--- config.mk ---
export PLATFORM = sky130hd
export DESIGN_NAME = led_matrix_serializer
export DESIGN_NICKNAME = d
export VERILOG_FILES = /design/src/rtl/led_matrix_serializer.sv
export SDC_FILE = /design/constraint.sdc
export NUM_CORES = 1
export LEC_CHECK = 0
export CAP_MARGIN = 20
export CORE_MARGIN = 5
export CORE_UTILIZATION = 59
export DETAILED_ROUTE_END_ITERATION = 7
export GPL_ROUTABILITY_DRIVEN = 0
export GPL_TIMING_DRIVEN = 0
export PLACE_DENSITY = 0.83
export SYNTH_ARGS = -nofsm -noshare
export SYNTH_HDL_FRONTEND = slang
export SYNTH_SLANG_ARGS = --single-unit
--- constraint.sdc ---
create_clock -name clk -period 4.1 [get_ports clk]
set_clock_uncertainty 0.15 [all_clocks]
set_input_delay 0.615 -clock clk [delete_from_list [all_inputs] [get_ports clk]]
set_output_delay 0.615 -clock clk [all_outputs]
set_load 0.01 [all_outputs]
--- src/rtl/led_matrix_serializer.sv ---
// -----------------------------------------------------------------------------
// led_matrix_serializer
//
// Serialises an 8x8 LED matrix frame into an external shift-register chain.
// Each row is fetched from the board (row_sel -> row_data), shifted out MSB
// first using a divided serial clock, latched with ser_latch, and then driven
// onto the one-hot row_en lines. Eight rows make one frame, ending with a
// one-cycle done pulse.
//
// Parameters
//   CLK_DIV    clk cycles per ser_clk half-period (1..255)
//
// Ports
//   clk        system clock, rising-edge active
//   reset      asynchronous, active-low reset
//   start      frame request, honoured only while idle
//   row_data   contents of the row currently addressed by row_sel
//   row_sel    registered row address being fetched (0..7)
//   ser_data   serial data to the LED shift-register chain
//   ser_clk    serial shift clock (chain samples on its rising edge)
//   ser_latch  storage latch strobe to the chain
//   row_en     one-hot row drive, blanked to 8'h00 while latching
//   busy       high from FETCH of row 0 until the frame completes
//   done       one-cycle frame-complete pulse
// -----------------------------------------------------------------------------
module led_matrix_serializer #(
  parameter int unsigned CLK_DIV = 4
) (
  input  logic       clk,
  input  logic       reset,
  input  logic       start,
  input  logic [7:0] row_data,
  output logic [2:0] row_sel,
  output logic       ser_data,
  output logic       ser_clk,
  output logic       ser_latch,
  output logic [7:0] row_en,
  output logic       busy,
  output logic       done
);

  typedef enum logic [2:0] {
    IDLE,
    FETCH,
    SHIFT_LO,
    SHIFT_HI,
    LATCH,
    DONE
  } state_t;

  // Reload value for the half-period counter; the counter runs down to zero,
  // so each timed state lasts exactly CLK_DIV cycles.
  localparam logic [7:0] DIV_M1 = 8'(CLK_DIV - 1);

  state_t     state;
  logic [7:0] shifter;
  logic [2:0] bit_cnt;
  logic [7:0] div_cnt;

  // NOTE: all state and outputs live in one clocked block and use
  // non-blocking assignments, so every output is a flop and each branch
  // sees the pre-edge values of the registers it reads.
  always_ff @(posedge clk or negedge reset) begin
    if (!reset) begin
      state     <= IDLE;
      shifter   <= 8'h00;
      bit_cnt   <= 3'd0;
      div_cnt   <= 8'h00;
      row_sel   <= 3'd0;
      ser_data  <= 1'b0;
      ser_clk   <= 1'b0;
      ser_latch <= 1'b0;
      row_en    <= 8'h00;
      busy      <= 1'b0;
      done      <= 1'b0;
    end else begin
      case (state)
        IDLE: begin
          done <= 1'b0;
          if (start) begin
            state   <= FETCH;
            row_sel <= 3'd0;
            busy    <= 1'b1;
          end
        end

        // One-cycle fetch: row_data is captured here and nowhere else, so
        // later changes on row_data cannot disturb the row in flight.
        FETCH: begin
          shifter  <= row_data;
          ser_data <= row_data[7];
          bit_cnt  <= 3'd0;
          ser_clk  <= 1'b0;
          div_cnt  <= DIV_M1;
          state    <= SHIFT_LO;
        end

        SHIFT_LO: begin
          if (div_cnt == 8'h00) begin
            ser_clk <= 1'b1;
            div_cnt <= DIV_M1;
            state   <= SHIFT_HI;
          end else begin
            div_cnt <= div_cnt - 8'h01;
          end
        end

        // ser_data only changes on the SHIFT_HI -> SHIFT_LO edge, so it is
        // stable across both halves of every bit.
        SHIFT_HI: begin
          if (div_cnt == 8'h00) begin
            ser_clk <= 1'b0;
            div_cnt <= DIV_M1;
            if (bit_cnt == 3'd7) begin
              ser_latch <= 1'b1;
              row_en    <= 8'h00;
              state     <= LATCH;
            end else begin
              shifter  <= {shifter[6:0], 1'b0};
              ser_data <= shifter[6];
              bit_cnt  <= bit_cnt + 3'd1;
              state    <= SHIFT_LO;
            end
          end else begin
            div_cnt <= div_cnt - 8'h01;
          end
        end

        // Rows are blanked while the chain latches, then the freshly latched
        // row is enabled.
        LATCH: begin
          if (div_cnt == 8'h00) begin
            ser_latch <= 1'b0;
            row_en    <= 8'h01 << row_sel;
            if (row_sel == 3'd7) begin
              busy  <= 1'b0;
              done  <= 1'b1;
              state <= DONE;
            end else begin
              row_sel <= row_sel + 3'd1;
              state   <= FETCH;
            end
          end else begin
            div_cnt <= div_cnt - 8'h01;
          end
        end

        // start is deliberately ignored here; it is only seen again in IDLE.
        DONE: begin
          done  <= 1'b0;
          state <= IDLE;
        end

        default: begin
          state <= IDLE;
          busy  <= 1'b0;
          done  <= 1'b0;
        end
      endcase
    end
  end

endmodule

==> summary.md <==
| Metric | Value |
|---|---|
| Outcome | completed |
| Critical Path Fanout Max | 8 |
| CP startpoint kind | flop |
| CTS Buffer Depth | 2 |
| Final hold slack | 0.195 ns |
| Worst hold-check path type | in2async |
| Commonest non-fill, non-tap cell in the layout | dfrtp_1 |
| Placed Area | between 0.002 and 0.0025 mm2 |
| Syn_area_per_cell | ~11 um2 |
| Commonest cells after routing, fill and taps aside | dfrtp_1, clkdlybuf4s50_1, nand2_1 |
| Part of the cycle the worst path needs | 0.613 |
| Horiz. Die Dim | just under 70 um |
| Post-DP HPWL | 3390 um |
| DRC | 0 |
| Synth Instances | just under 200 |
| Cts hold-fix bufs | 0 |
| Power Density | about 260 mW/mm2 |
| DRT iter0 DRCs | between 100 and 150 |
| WL/cell | 17.4 um |
| Clk root buf | clkbuf_4 |
| Worst setup margin | 1.59 ns |
| Clock power frac | 0.406 |
| Port Buf Inserts | 26 |
| Largest net degree at the start of global routing | 38 |
| Number of global-route vias before repair | between 1.5k and 2k |
| CP max-delay cell | dfrtp_1 |
| Max Cap Viol | 0 |
| Synth Cell Area | approximately 0.0021 mm2 |
| Internal | roughly 0.52 mW |
| Final Setup Violations | 0 |
| DIE HEIGHT | roughly 69 um |
| Global-route wire length before repair | 8200 um |
| Synth Warn # | 0 |
| Initial antenna violation count | 0 |
| # nets final | between 200 and 300 |
| Drt pass-1 iters | 4 |
| Total count of max-transition violations in the final report | 0 |
| Starting Density | 0.619 |
| Vias post-DR | between 1.5k and 2k |
| Total power | between 0.6 and 0.7 mW |
| Resized Gates After CTS | 0 |
| CORE AREA | about 0.0034 mm2 |
| Flop pwr share | 0.560 |
| Final instance area | 0.00248 mm2 |
| Slew headroom | 0.467 |
| Clock Latency Late Sink | 0.34 ns |
| Switching share of power | 0.199 |
| Rows | 21 |
| Pre-CTS WS | around 1.6 ns |
| Setup tns final | 0 ns |
| Post-synth ARST share | 1.00 |
| CP required | around 4.2 ns |
| CP Capture Type | flop |
| RSZ-0062 raised after global routing | false |
| Flops & latches, synth | 37 |
| Crit path cell chain | inv_1, ha_1, or3b_2, clkbuf_1, nor2_1, o311ai_0, a21oi_1 |
| Fmax achieved | 0.398 GHz |
| Peak VDD IR | about 0.17 mV |
| Seq/Total Area, Yosys | 0.445 |
| Worst-Margin Slew | around 0.8 ns |
| # IOs | 27 |
| Post-CTS Setup Inserts | 0 |
| # clock sinks | 37 |
| Die area | around 0.0048 mm2 |
| Htree depth | 2 |
| Leak pwr | roughly 1.1 nW |
| Ant diodes | 0 |
| Antenna viol nets, final | 0 |
| Layout Area Growth over Synthesis | 19.1% |
| Combinational group share of total power | 0.034 |
| Ys flop type | dfrtp_1 |
| Fin. Hold Viols | 0 |
| Layout cells sized above 1 | 0.165 |
| Post-Route WL | slightly below 5000 um |
| Count of cell types in the netlist | 49 |
| Total CTS buffers | 5 |
| Grt ovf | 0 |
| Min Tclk post-route | 2.51 ns |
| CTS tree | built |
| Critical path type | reg2reg |
| EDFF count, synth | 0 |
| CP max stage delay | about 0.48 ns |
| Switching Power | around 0.13 mW |
| Reg clk slew, reported paths | 0.11 ns |
| Critical Path AT | ~2.6 ns |
| Vias per cell | 6.13 |
| Syn nets | about 220 |
| Total track usage | 0.211 |
==> synthesized netlist by cell type (all sizes together), types with 2 or more instances <==
master | n | area share
nor4 | 3 | 0.019
nand4 | 2 | 0.0060
o211ai | 3 | 0.011
or4 | 2 | 0.0072
o22ai | 2 | 0.0060
mux2i | 3 | 0.014
mux2 | 15 | 0.094
a31oi | 2 | 0.0060
nor3b | 2 | 0.0072
buf | 4 | 0.013
clkbuf | 5 | 0.0090
nand3b | 2 | 0.0072
nor2 | 8 | 0.014
nor3 | 6 | 0.020
inv | 9 | 0.016
a22o | 7 | 0.029
o311ai | 2 | 0.0084
or3b | 3 | 0.013
nand3 | 5 | 0.012
nand2 | 16 | 0.029
a21o | 2 | 0.0072
a32o | 3 | 0.014
ha | 10 | 0.060
a21oi | 14 | 0.034
or3 | 2 | 0.0084
dfrtp | 37 | 0.44
o21ai | 11 | 0.026
==> sequential cells by signal (all words and copies together), names as in the netlist, 3 cells and up <==
signal and flops:
state 3, shifter 7, row_sel 3, row_en 8
div_cnt 8, bit_cnt 3
==> area by class of cell <==
type	instances	area (um2)
Multi-Input combinational cell	141	1080
Sequential cell	37	926
Fill cell	261	885
Timing Repair Buffer	26	255
Tap cell	46	57.6
Clock buffer	7	55.1
Buffer	9	45.0
Inverter	9	33.8
Clock inverter	1	30.0
==> cell families (layout without fill, tap and decap cells) <==
family,after synthesis,after routing,share of synthesized area
and+or+nand+nor,58,58,0.169
adders and majority gates,10,10,0.0601
DFF,37,37,0.445
muxes,18,18,0.108
AOI/OAI and AO/OA,55,55,0.180
buffers and inverters,18,52,0.0379
==> stage by stage <==
| stage | instances | util |
|---|---|---|
| 2_1_floorplan | 196 | - |
| 3_3_place_gp | 268 | 0.713 |
| 3_5_place_dp | 268 | 0.712 |
| 4_1_cts | 276 | 0.737 |
| 5_1_grt | 276 | 0.737 |
| 6_report | 276 | 0.737 |
==> critical path, delay by kind of cell (launching register included) <==
kind / cells / cell delay [ns]
buffers and inverters: 2 / 0.36
AO/OA/AOI/OAI: 2 / 0.39
adder cells (fa/ha/maj): 1 / 0.16
AND/OR/NAND/NOR: 2 / 0.91
flip-flops: 1 / 0.48
==> routing by layer <==
| layer | vias up | share of wire | GRT usage |
|---|---|---|---|
| met5 | - | 0 | 0 |
| li1 | 793 | - | - |
| met2 | 83 | 0.47 | 0.336 |
| met3 | 18 | 0.078 | 0.0667 |
| met4 | 0 | 0.026 | 0.0738 |
| met1 | 797 | 0.43 | 0.269 |
==> power groups by stage <==
stage / Sequential (mW) / Combinational (mW) / Clock [mW]
global placement: 0.373 / 0.0226 / 0
detailed placement: 0.373 / 0.0228 / 0
finish: 0.366 / 0.0221 / 0.266
floorplan: 0.374 / 0.00443 / 0
CTS: 0.366 / 0.0228 / 0.271
global route: 0.367 / 0.0247 / 0.294
==> final timing paths <==
kind | slack, ns | from | to | cells past startpoint
min in group clk | 0.35 | row_en[4]$_DFFE_PN0P_ | row_en[4]$_DFFE_PN0P_ | 1
max | 1.59 | div_cnt[1]$_DFFE_PN0P_ | div_cnt[4]$_DFFE_PN0P_ | 7
min reg2reg | 0.35 | row_en[4]$_DFFE_PN0P_ | row_en[4]$_DFFE_PN0P_ | 1
max reg2reg | 1.59 | div_cnt[1]$_DFFE_PN0P_ | div_cnt[4]$_DFFE_PN0P_ | 7
min | 0.19 | reset | div_cnt[0]$_DFFE_PN0P_ | 1
max in group asynchronous | 3.09 | reset | shifter[6]$_DFFE_PN0P_ | 1
Power figures use the tool's default switching activity.
